## src/rtl/regfile_wb_arbiter.sv

```systemverilog
// Writeback arbiter for the 32x32 register bank: round-robin between ALU (port 0) and load (port 1),
// plus a zeroing sweep of registers 1..NREG-1. Define WB_BYPASS_EN to add the read-bypass ports.
module regfile_wb_arbiter #(
  parameter int DATA_W = 32,
  parameter int ADDR_W = 5,
  parameter int NREG   = 32
) (
  input  logic              clk,
  input  logic              rst,
  input  logic              wr0_valid,
  output logic              wr0_ready,
  input  logic [ADDR_W-1:0] wr0_addr,
  input  logic [DATA_W-1:0] wr0_data,
  input  logic              wr1_valid,
  output logic              wr1_ready,
  input  logic [ADDR_W-1:0] wr1_addr,
  input  logic [DATA_W-1:0] wr1_data,
  input  logic              clr_start,
  output logic              clr_busy,
  output logic              clr_done,
  output logic              rf_we,
  output logic [ADDR_W-1:0] rf_waddr,
  output logic [DATA_W-1:0] rf_wdata
`ifdef WB_BYPASS_EN
  ,
  input  logic [ADDR_W-1:0] byp_ra1,
  input  logic [ADDR_W-1:0] byp_ra2,
  input  logic [DATA_W-1:0] byp_rd1_in,
  input  logic [DATA_W-1:0] byp_rd2_in,
  output logic [DATA_W-1:0] byp_rd1,
  output logic [DATA_W-1:0] byp_rd2
`endif
);

  typedef enum logic {IDLE, CLEAR} state_t;

  localparam logic [ADDR_W-1:0] LAST = ADDR_W'(NREG - 1);
  localparam logic [ADDR_W-1:0] ONE  = ADDR_W'(1);

  state_t            state_q;
  logic              prio_q;
  logic [ADDR_W-1:0] cnt_q;
  logic              rf_we_q;
  logic [ADDR_W-1:0] rf_waddr_q;
  logic [DATA_W-1:0] rf_wdata_q;
  logic              clr_busy_q;
  logic              clr_done_q;

  logic accept_ok;
  logic gnt0;
  logic gnt1;

  // A clear request in IDLE blocks both ports in that same cycle.
  assign accept_ok = (state_q == IDLE) && !clr_start;
  assign gnt0      = accept_ok && wr0_valid && (!wr1_valid || !prio_q);
  assign gnt1      = accept_ok && wr1_valid && (!wr0_valid ||  prio_q);

  assign wr0_ready = gnt0;
  assign wr1_ready = gnt1;

  always_ff @(posedge clk or negedge rst) begin
    if (!rst) begin
      state_q    <= IDLE;
      prio_q     <= 1'b0;
      cnt_q      <= ONE;
      rf_we_q    <= 1'b0;
      rf_waddr_q <= '0;
      rf_wdata_q <= '0;
      clr_busy_q <= 1'b0;
      clr_done_q <= 1'b0;
    end else begin
      rf_we_q    <= 1'b0;
      clr_done_q <= 1'b0;
      case (state_q)
        IDLE: begin
          if (clr_start) begin
            state_q    <= CLEAR;
            clr_busy_q <= 1'b1;
          end else if (gnt0) begin
            rf_we_q    <= (wr0_addr != '0);
            rf_waddr_q <= wr0_addr;
            rf_wdata_q <= wr0_data;
            prio_q     <= 1'b1;
          end else if (gnt1) begin
            rf_we_q    <= (wr1_addr != '0);
            rf_waddr_q <= wr1_addr;
            rf_wdata_q <= wr1_data;
            prio_q     <= 1'b0;
          end
        end
        CLEAR: begin
          rf_we_q    <= 1'b1;
          rf_waddr_q <= cnt_q;
          rf_wdata_q <= '0;
          if (cnt_q == LAST) begin
            cnt_q      <= ONE;
            state_q    <= IDLE;
            clr_busy_q <= 1'b0;
            clr_done_q <= 1'b1;
          end else begin
            cnt_q <= cnt_q + ONE;
          end
        end
        default: state_q <= IDLE;
      endcase
    end
  end

  assign rf_we    = rf_we_q;
  assign rf_waddr = rf_waddr_q;
  assign rf_wdata = rf_wdata_q;
  assign clr_busy = clr_busy_q;
  assign clr_done = clr_done_q;

`ifdef WB_BYPASS_EN
  // Forward the write that the bank captures at the end of this cycle.
  assign byp_rd1 = (rf_we_q && (rf_waddr_q == byp_ra1) && (byp_ra1 != '0)) ? rf_wdata_q : byp_rd1_in;
  assign byp_rd2 = (rf_we_q && (rf_waddr_q == byp_ra2) && (byp_ra2 != '0)) ? rf_wdata_q : byp_rd2_in;
`endif

endmodule

```

## config.mk

```make
export PLATFORM = sky130hd
export DESIGN_NAME = regfile_wb_arbiter
export DESIGN_NICKNAME = d
export VERILOG_FILES = /design/src/rtl/regfile_wb_arbiter.sv
export SDC_FILE = /design/constraint.sdc
export NUM_CORES = 1
export LEC_CHECK = 0
export ABC_AREA = 1
export CAP_MARGIN = 20
export CORE_ASPECT_RATIO = 1.4
export CORE_UTILIZATION = 41
export CTS_CLUSTER_SIZE = 28
export DETAILED_ROUTE_END_ITERATION = 16
export PLACE_DENSITY = 0.83
export REMOVE_ABC_BUFFERS = 1
export SLEW_MARGIN = 20
export SYNTH_ARGS = -nofsm -noshare
export SYNTH_HDL_FRONTEND = slang
export SYNTH_SLANG_ARGS = --single-unit
```

## constraint.sdc

```tcl
create_clock -name clk -period 1.9 [get_ports clk]
set_clock_uncertainty 0.15 [all_clocks]
set_input_delay 0.19 -clock clk [delete_from_list [all_inputs] [get_ports clk]]
set_output_delay 0.19 -clock clk [all_outputs]
set_load 0.05 [all_outputs]
```

==> run_summary.xml, run 1 <==
<?xml version="1.0" encoding="UTF-8"?>
<metrics>
  <group name="power_and_ir_drop">
    <metric name="power_frac_clock" unit="">0.202</metric>
    <metric name="p_total" unit="W">0.00361</metric>
    <metric name="internal_cell_power" unit="W">0.00216</metric>
    <metric name="seqPwrFrac" unit="">0.374</metric>
    <metric name="switchingPower" unit="W">0.00144</metric>
    <metric name="power-per-cell-area" unit="mW/mm^2">933</metric>
    <metric name="p_comb_frac" unit="">0.424</metric>
    <metric name="switching_share" unit="">0.401</metric>
    <metric name="ir_worst_vdd" unit="mV">0.674</metric>
    <metric name="cellLeakagePower" unit="nW">1.95</metric>
  </group>
  <group name="logic_synthesis">
    <metric name="dominant_combinational_cell_family_by_area_after_synthesis" unit="">simple AND/OR/NAND/NOR gates</metric>
    <metric name="synth.top_cell.area_share" unit="">0.456</metric>
    <metric name="synth.distinct_cells" unit="">22</metric>
    <metric name="synth.ff_latch_count" unit="">47</metric>
    <metric name="netlist_area" unit="mm^2">0.00252</metric>
    <metric name="synthCells" unit="">345</metric>
    <metric name="yosys-top-cells-area" unit="">sky130_fd_sc_hd__dfrtp_1 (46%), sky130_fd_sc_hd__nand2_1 (19%), sky130_fd_sc_hd__inv_1 (7.1%), sky130_fd_sc_hd__nor2_1 (6.2%), sky130_fd_sc_hd__o21ai_1 (6.1%)</metric>
    <metric name="synth_adder_area_share" unit="">0.00992</metric>
    <metric name="synth.area.mux_share" unit="">0</metric>
    <metric name="synth_area_leader_cell" unit="">sky130_fd_sc_hd__dfrtp_1</metric>
    <metric name="yosys_warnings" unit="">0</metric>
    <metric name="area_share_of_xor_xnor_cells_in_the_synthesized_design" unit="">0</metric>
    <metric name="synth_area_per_cell" unit="um^2">7.31</metric>
    <metric name="synth_seq_area_share" unit="">0.467</metric>
    <metric name="synthSimpleGateAreaFrac" unit="">0.314</metric>
    <metric name="synth_compound_area_frac" unit="">0.0798</metric>
  </group>
  <group name="clock_tree">
    <metric name="clock_sinks" unit="">47</metric>
    <metric name="clk_path_buf_depth" unit="">2</metric>
    <metric name="postCtsResizedCells" unit="">0</metric>
    <metric name="clock_root_buffer" unit="">sky130_fd_sc_hd__clkbuf_8</metric>
    <metric name="insertion_delay" unit="ns">0.29</metric>
    <metric name="tritoncts_clock_tree" unit="">yes</metric>
    <metric name="worst_setup_hold_path_clk_slew" unit="ns">0.09</metric>
    <metric name="ctsHtreeMaxLevel" unit="">2</metric>
    <metric name="cts-buffers-inserted" unit="">5</metric>
  </group>
  <group name="worst_setup_path">
    <metric name="crit_family" unit="">buffers and inverters</metric>
    <metric name="critical_path.endpoint_type" unit="">primary output</metric>
    <metric name="cp-start-kind" unit="">flip-flop</metric>
    <metric name="crit_chain" unit="">clkdlybuf4s50_1</metric>
    <metric name="worstSetupPathType" unit="">flip-flop to primary output</metric>
    <metric name="critical_path.max_fanout" unit="">2</metric>
    <metric name="path_buf_inv" unit="">1</metric>
    <metric name="worst_path_cell_with_the_longest_stage_delay" unit="">sky130_fd_sc_hd__clkdlybuf4s50_1</metric>
    <metric name="critical-path-max-stage-delay" unit="ns">0.82</metric>
    <metric name="timing.critical_path.arrival" unit="ns">1.49</metric>
    <metric name="timing.critical_path.required" unit="ns">1.56</metric>
  </group>
  <group name="timing">
    <metric name="fin_crit_share" unit="">0.964</metric>
    <metric name="post-route-min-period" unit="ns">1.83</metric>
    <metric name="final_max_slew_viol_count" unit="">0</metric>
    <metric name="unrepaired_setup_endpoints_after_global_routing" unit="">no</metric>
    <metric name="finalHoldViolations" unit="">0</metric>
    <metric name="max_slew_margin" unit="">0.565</metric>
    <metric name="fin_ws" unit="ns">0.0679</metric>
    <metric name="fmax" unit="GHz">0.546</metric>
    <metric name="timing.final.setup_violations" unit="">0</metric>
    <metric name="slew_at_the_pin_closest_to_its_max_slew_limit" unit="ns">0.653</metric>
  </group>
  <group name="die">
    <metric name="chipHeight" unit="um">94.8</metric>
    <metric name="floorplan.io_pins" unit="">121</metric>
    <metric name="num_rows" unit="">33</metric>
    <metric name="fp.dieArea" unit="mm^2">0.00648</metric>
    <metric name="die_extent_in_x" unit="um">68.3</metric>
    <metric name="start_util" unit="">0.427</metric>
    <metric name="core_region" unit="mm^2">0.00590</metric>
  </group>
  <group name="run">
    <metric name="drv.max_cap_violation_count" unit="">0</metric>
  </group>
  <group name="route">
    <metric name="drt-wirelength-per-cell" unit="um">12.1</metric>
    <metric name="wl" unit="um">6470</metric>
    <metric name="vias" unit="">2533</metric>
    <metric name="number_of_design_rule_violations_left_by_the_first_detailed_router_iteration" unit="">100</metric>
    <metric name="via_per_inst" unit="">4.73</metric>
    <metric name="number_of_nets_with_antenna_violations_after_detailed_routing" unit="">0</metric>
    <metric name="drt-pass1-iter-count" unit="">4</metric>
    <metric name="drc" unit="">0</metric>
  </group>
  <group name="global_routing">
    <metric name="number_of_antenna_violations_at_the_first_check_in_global_routing" unit="">0</metric>
    <metric name="number_of_global_route_vias_before_repair" unit="">2235</metric>
    <metric name="grt_max_degree" unit="">39</metric>
    <metric name="global_route_wire_length_before_repair" unit="um">10100</metric>
    <metric name="global_route.overflow_total" unit="">0</metric>
    <metric name="grt_util_all_layers" unit="">0.209</metric>
  </group>
  <group name="place">
    <metric name="dpl_worst_slack" unit="ns">0.0437</metric>
    <metric name="globalplace.congestion" unit="">0.870</metric>
    <metric name="dpl.cell_count" unit="">526</metric>
    <metric name="dp_hpwl" unit="um">4900</metric>
    <metric name="place.port_buffers" unit="">120</metric>
  </group>
  <group name="finish">
    <metric name="fillers" unit="">527</metric>
    <metric name="finish.net_count" unit="">545</metric>
    <metric name="n_antenna_cell" unit="">0</metric>
    <metric name="layout-drive-gt1-share" unit="">0.0688</metric>
    <metric name="final_util" unit="">0.655</metric>
    <metric name="instances_no_fill" unit="">535</metric>
    <metric name="flow.area_growth_from_synthesis" unit="%">53.2</metric>
  </group>
  <group name="status">
    <metric name="result_of_the_run" unit="">complete, no violations</metric>
  </group>
  <group name="worst_hold_path">
    <metric name="worst_hold_path_type" unit="">primary input to async pin</metric>
  </group>
</metrics>
==> layout make-up <==
class | instances | area, um^2 | share of cell area
repair buffers | 127 | 1280 | 0.330
well taps | 70 | 87.6 | 0.0227
flip-flops and latches | 47 | 1180 | 0.305
clock inverters | 3 | 43.8 | 0.0113
clock buffers | 5 | 68.8 | 0.0178
inverters | 50 | 193 | 0.0498
multi-input cells | 233 | 1020 | 0.264
==> registers in the layout, indices dropped and copies added (netlist names) <==
register and count:
cnt_q 5, clr_done 1, prio_q 1, rf_we 1, rf_waddr 5, state_q 1
rf_wdata 32, clr_busy 1
==> final timing paths <==
path / from / end / slack, ns / cells past startpoint
max in group asynchronous: rst / cnt_q[0]$_DFFE_PN1P_ / 0.66 / 3
hold / removal: rst / rf_wdata[19]$_DFFE_PN0P_ / 0.30 / 2
setup / recovery: rf_wdata[15]$_DFFE_PN0P_ / rf_wdata[15] / 0.07 / 1
hold reg to reg: rf_wdata[28]$_DFFE_PN0P_ / rf_wdata[28]$_DFFE_PN0P_ / 0.35 / 2
min in group clk: wr0_data[17] / rf_wdata[17]$_DFFE_PN0P_ / 0.34 / 3
setup reg to reg: cnt_q[0]$_DFFE_PN1P_ / cnt_q[2]$_DFFE_PN0P_ / 0.29 / 6
==> per-stage QoR <==
| stage | hold slack [ns] | TNS [ns] | instance area (um^2) |
|---|---|---|---|
| 2_1_floorplan | -0.256 | -0.438 | 2390 |
| 3_3_place_gp | 0.103 | 0 | 3740 |
| 3_5_place_dp | 0.108 | 0 | 3740 |
| 4_1_cts | 0.325 | 0 | 3870 |
| 5_1_grt | 0.337 | 0 | 3870 |
| 6_report | 0.301 | 0 | 3870 |
==> worst reg2reg max path: stages (launching register included) <==
cell                      delay [ns]
sky130_fd_sc_hd__dfstp_2        0.55
sky130_fd_sc_hd__ha_1           0.20
sky130_fd_sc_hd__and3_1         0.17
sky130_fd_sc_hd__ha_1           0.16
sky130_fd_sc_hd__nand2_1        0.07
sky130_fd_sc_hd__inv_1          0.13
sky130_fd_sc_hd__nor3b_1        0.07
==> metal layers <==
metal | track usage | vias to the layer above | share of wire
met1 | 0.240 | 1146 | 0.41
met2 | 0.368 | 87 | 0.51
met3 | 0.0447 | 16 | 0.056
met5 | 0 | - | 0
li1 | - | 1284 | -
met4 | 0.0781 | 0 | 0.025
==> power by group through the flow <==
stage	Clock, W	Combinational (W)	Sequential [W]
after floorplan	0	0.000495	0.00179
after detailed placement	0	0.00154	0.00136
final	0.000729	0.00153	0.00135
after CTS	0.000744	0.00155	0.00135
after global routing	0.000787	0.00167	0.00137
after global placement	0	0.00151	0.00135
==> synthesized netlist by cell type <==
master / number
sky130_fd_sc_hd__a21oi_1: 2
sky130_fd_sc_hd__and3_1: 1
sky130_fd_sc_hd__buf_2: 2
sky130_fd_sc_hd__buf_4: 6
sky130_fd_sc_hd__buf_6: 7
sky130_fd_sc_hd__dfrtp_1: 46
sky130_fd_sc_hd__dfstp_2: 1
sky130_fd_sc_hd__ha_1: 2
sky130_fd_sc_hd__inv_1: 48
sky130_fd_sc_hd__inv_4: 2
sky130_fd_sc_hd__nand2_1: 127
sky130_fd_sc_hd__nand2_2: 1
sky130_fd_sc_hd__nand3_1: 13
sky130_fd_sc_hd__nand3_4: 1
sky130_fd_sc_hd__nand4_1: 5
sky130_fd_sc_hd__nor2_1: 42
sky130_fd_sc_hd__nor2_8: 1
sky130_fd_sc_hd__nor3_1: 1
sky130_fd_sc_hd__nor3b_1: 1
sky130_fd_sc_hd__o21ai_0: 4
sky130_fd_sc_hd__o21ai_1: 31
sky130_fd_sc_hd__o21ai_4: 1
==> timing repair <==
| action | 4_1_cts | 5_1_grt |
|---|---|---|
| hold buffers | 1 | 0 |
| endpoints found under the hold margin | 27 | 0 |
| buffers inserted | 0 | 0 |
==> cells in the final DEF (no fill, tap or decap) <==
cell type / count
sky130_fd_sc_hd__buf_2: 1
sky130_fd_sc_hd__inv_4: 2
sky130_fd_sc_hd__nor3b_1: 1
sky130_fd_sc_hd__dfrtp_1: 46
sky130_fd_sc_hd__nor2_1: 42
sky130_fd_sc_hd__nor3_1: 1
sky130_fd_sc_hd__buf_4: 12
sky130_fd_sc_hd__inv_1: 48
sky130_fd_sc_hd__nand3_1: 13
sky130_fd_sc_hd__o21ai_0: 4
sky130_fd_sc_hd__clkbuf_8: 5
sky130_fd_sc_hd__nand2_1: 127
sky130_fd_sc_hd__buf_12: 4
sky130_fd_sc_hd__clkinv_2: 1
sky130_fd_sc_hd__nand3_4: 1
sky130_fd_sc_hd__nor2_8: 1
sky130_fd_sc_hd__dlygate4sd3_1: 1
sky130_fd_sc_hd__clkdlybuf4s50_1: 109
sky130_fd_sc_hd__dfstp_2: 1
sky130_fd_sc_hd__o21ai_4: 1
sky130_fd_sc_hd__a21oi_1: 2
sky130_fd_sc_hd__o21ai_1: 31
sky130_fd_sc_hd__nand2_2: 1
sky130_fd_sc_hd__bufinv_16: 1
sky130_fd_sc_hd__clkinv_4: 1
sky130_fd_sc_hd__nand4_1: 5
sky130_fd_sc_hd__and3_1: 1
sky130_fd_sc_hd__ha_1: 2
==> cell families after synthesis <==
logic type / count (synthesis)
AOI/OAI and AO/OA: 38
adders and majority gates: 2
buffers and inverters: 65
DFF: 47
and+or+nand+nor: 193
Note: power is estimated with default switching activity, not from simulation.
==> run 2, diff against run 1 <==
--- a/config.mk
+++ b/config.mk
@@ -8,10 +8,10 @@
 export ABC_AREA = 1
 export CAP_MARGIN = 20
 export CORE_ASPECT_RATIO = 1.4
-export CORE_UTILIZATION = 41
+export CORE_UTILIZATION = 40
 export CTS_CLUSTER_SIZE = 28
 export DETAILED_ROUTE_END_ITERATION = 16
-export PLACE_DENSITY = 0.83
+export PLACE_DENSITY = 0.81
 export REMOVE_ABC_BUFFERS = 1
 export SLEW_MARGIN = 20
 export SYNTH_ARGS = -nofsm -noshare
==> run_summary.xml, run 2 (synthesis results as in run 1) <==
<?xml version="1.0" encoding="UTF-8"?>
<metrics>
  <group name="die">
    <metric name="chipHeight" unit="um">96.0</metric>
    <metric name="num_rows" unit="">33</metric>
    <metric name="start_util" unit="">0.422</metric>
    <metric name="floorplan.io_pins" unit="">121</metric>
    <metric name="core_region" unit="mm^2">0.00599</metric>
    <metric name="fp.dieArea" unit="mm^2">0.00664</metric>
    <metric name="die_extent_in_x" unit="um">69.1</metric>
  </group>
  <group name="power_and_ir_drop">
    <metric name="cellLeakagePower" unit="nW">1.95</metric>
    <metric name="power-per-cell-area" unit="mW/mm^2">936</metric>
    <metric name="p_comb_frac" unit="">0.425</metric>
    <metric name="switching_share" unit="">0.392</metric>
    <metric name="ir_worst_vdd" unit="mV">0.943</metric>
    <metric name="internal_cell_power" unit="W">0.00221</metric>
    <metric name="seqPwrFrac" unit="">0.368</metric>
    <metric name="power_frac_clock" unit="">0.206</metric>
    <metric name="switchingPower" unit="W">0.00143</metric>
  </group>
  <group name="route">
    <metric name="drt-pass1-iter-count" unit="">4</metric>
    <metric name="number_of_nets_with_antenna_violations_after_detailed_routing" unit="">0</metric>
    <metric name="number_of_design_rule_violations_left_by_the_first_detailed_router_iteration" unit="">149</metric>
    <metric name="drc" unit="">0</metric>
    <metric name="via_per_inst" unit="">4.67</metric>
    <metric name="drt-wirelength-per-cell" unit="um">12.0</metric>
    <metric name="vias" unit="">2498</metric>
    <metric name="wl" unit="um">6410</metric>
  </group>
  <group name="worst_setup_path">
    <metric name="reg2reg_slack" unit="ns">0.28</metric>
    <metric name="cp-start-kind" unit="">flip-flop</metric>
    <metric name="crit-reg2reg-capture" unit="">cnt_q[2]$_DFFE_PN0P_</metric>
    <metric name="timing.critical_path.required" unit="ns">1.56</metric>
    <metric name="reg2reg_from" unit="">cnt_q[0]$_DFFE_PN1P_</metric>
    <metric name="crit_family" unit="">buffers and inverters</metric>
    <metric name="crit_chain" unit="">clkdlybuf4s50_1</metric>
    <metric name="worst_path_cell_with_the_longest_stage_delay" unit="">sky130_fd_sc_hd__clkdlybuf4s50_1</metric>
    <metric name="critical-path-max-stage-delay" unit="ns">0.82</metric>
    <metric name="path_buf_inv" unit="">1</metric>
    <metric name="worst_r2r_path_depth" unit="">6</metric>
    <metric name="critical_path.max_fanout" unit="">2</metric>
    <metric name="timing.critical_path.arrival" unit="ns">1.49</metric>
    <metric name="critical_path.endpoint_type" unit="">primary output</metric>
    <metric name="worstSetupPathType" unit="">flip-flop to primary output</metric>
  </group>
  <group name="timing">
    <metric name="unrepaired_setup_endpoints_after_global_routing" unit="">no</metric>
    <metric name="slew_at_the_pin_closest_to_its_max_slew_limit" unit="ns">0.529</metric>
    <metric name="timing.final.setup_violations" unit="">0</metric>
    <metric name="fmax" unit="GHz">0.545</metric>
    <metric name="finalHoldViolations" unit="">0</metric>
    <metric name="final_max_slew_viol_count" unit="">0</metric>
    <metric name="post-route-min-period" unit="ns">1.83</metric>
    <metric name="fin_ws" unit="ns">0.0655</metric>
    <metric name="fin_crit_share" unit="">0.966</metric>
    <metric name="max_slew_margin" unit="">0.647</metric>
  </group>
  <group name="finish">
    <metric name="finish.net_count" unit="">545</metric>
    <metric name="area_taken_by_multi_input_logic_gates" unit="mm^2">0.00102</metric>
    <metric name="flow.area_growth_from_synthesis" unit="%">53.9</metric>
    <metric name="mostFrequentLayoutCells" unit="">sky130_fd_sc_hd__nand2_1 (127), sky130_fd_sc_hd__clkdlybuf4s50_1 (114), sky130_fd_sc_hd__inv_1 (48)</metric>
    <metric name="final_common_cell" unit="">sky130_fd_sc_hd__nand2_1</metric>
    <metric name="n_antenna_cell" unit="">0</metric>
    <metric name="final_util" unit="">0.649</metric>
    <metric name="fillers" unit="">511</metric>
    <metric name="ff_latch_area" unit="mm^2">0.00118</metric>
    <metric name="largest_register_ff_count" unit="">32</metric>
    <metric name="layout-drive-gt1-share" unit="">0.0581</metric>
  </group>
  <group name="place">
    <metric name="dpl_worst_slack" unit="ns">0.0799</metric>
    <metric name="place.port_buffers" unit="">120</metric>
    <metric name="globalplace.congestion" unit="">0.755</metric>
    <metric name="dp_hpwl" unit="um">4790</metric>
  </group>
  <group name="status">
    <metric name="result_of_the_run" unit="">complete, no violations</metric>
  </group>
  <group name="clock_tree">
    <metric name="worst_setup_hold_path_clk_slew" unit="ns">0.09</metric>
    <metric name="postCtsSetupBuffers" unit="">0</metric>
    <metric name="ctsHtreeMaxLevel" unit="">2</metric>
    <metric name="insertion_delay" unit="ns">0.29</metric>
    <metric name="cts-buffers-inserted" unit="">5</metric>
    <metric name="clk_path_buf_depth" unit="">2</metric>
    <metric name="tritoncts_clock_tree" unit="">yes</metric>
    <metric name="clock_root_buffer" unit="">sky130_fd_sc_hd__clkbuf_8</metric>
    <metric name="clock_sinks" unit="">47</metric>
  </group>
  <group name="global_routing">
    <metric name="global_route.overflow_total" unit="">0</metric>
    <metric name="number_of_global_route_vias_before_repair" unit="">2329</metric>
    <metric name="global_route_wire_length_before_repair" unit="um">10300</metric>
    <metric name="grt_util_all_layers" unit="">0.192</metric>
    <metric name="number_of_antenna_violations_at_the_first_check_in_global_routing" unit="">0</metric>
    <metric name="grt_max_degree" unit="">45</metric>
  </group>
  <group name="worst_hold_path">
    <metric name="worst_hold_path_type" unit="">primary input to async pin</metric>
  </group>
  <group name="run">
    <metric name="drv.max_cap_violation_count" unit="">0</metric>
  </group>
</metrics>
run 2: cell types whose count changed in the layout (fill, tap and decap cells not counted), sizes merged:
cell,previous run,this run
clkinv,2,1
clkbuf,5,6
buf,17,12
clkdlybuf4s50,109,114
run 2: area by class of cell:
class	instances	area share
clock buffers	6	0.0213
clock inverters	2	0.00902
repair buffers	127	0.332
inverters	50	0.0496
well taps	70	0.0226
flip-flops and latches	47	0.303
multi-input cells	233	0.263
run 2: power groups by stage:
stage	clock network, W	registers [W]	logic, W
after floorplan	0	0.00179	0.000495
after global placement	0	0.00135	0.00153
after detailed placement	0	0.00136	0.00156
after CTS	0.000772	0.00134	0.00156
after global routing	0.000809	0.00137	0.00168
final	0.000750	0.00134	0.00155
run 2: worst max-delay path by stage:
stage | startpoint | end | slack [ns] | depth (start not counted)
after floorplan | state_q$_DFF_PN0_ | rf_we$_DFF_PN0_ | -0.29 | 6
after global placement | wr1_valid | rf_wdata[25]$_DFFE_PN0P_ | 0.11 | 7
after detailed placement | wr1_valid | rf_wdata[25]$_DFFE_PN0P_ | 0.08 | 7
after CTS | rf_wdata[11]$_DFFE_PN0P_ | rf_wdata[11] | 0.04 | 1
after global routing | rf_wdata[11]$_DFFE_PN0P_ | rf_wdata[11] | 0.02 | 1
final | rf_wdata[11]$_DFFE_PN0P_ | rf_wdata[11] | 0.07 | 1
run 2: layer usage:
metal,GRT usage,part of all wire
met1,0.226,0.42
met2,0.362,0.52
met3,0.0335,0.049
met4,0.0459,0.0062
met5,0,0
run 2: per-stage QoR:
stage | TNS (ns) | std cells | hold slack, ns | cell area (um^2) | power [W]
after CTS | 0 | 535 | 0.258 | 3880 | 0.00367
after floorplan | -0.438 | 330 | -0.256 | 2390 | 0.00228
after global placement | 0 | 526 | 0.0492 | 3760 | 0.00288
final | 0 | 535 | 0.246 | 3880 | 0.00364
after detailed placement | 0 | 526 | 0.0488 | 3760 | 0.00291
after global routing | 0 | 535 | 0.278 | 3880 | 0.00386
run 2: what timing repair did:
item,in CTS,in global routing
endpoints found under the hold margin,20,0
hold buffers,1,0
gates resized for setup,0,0
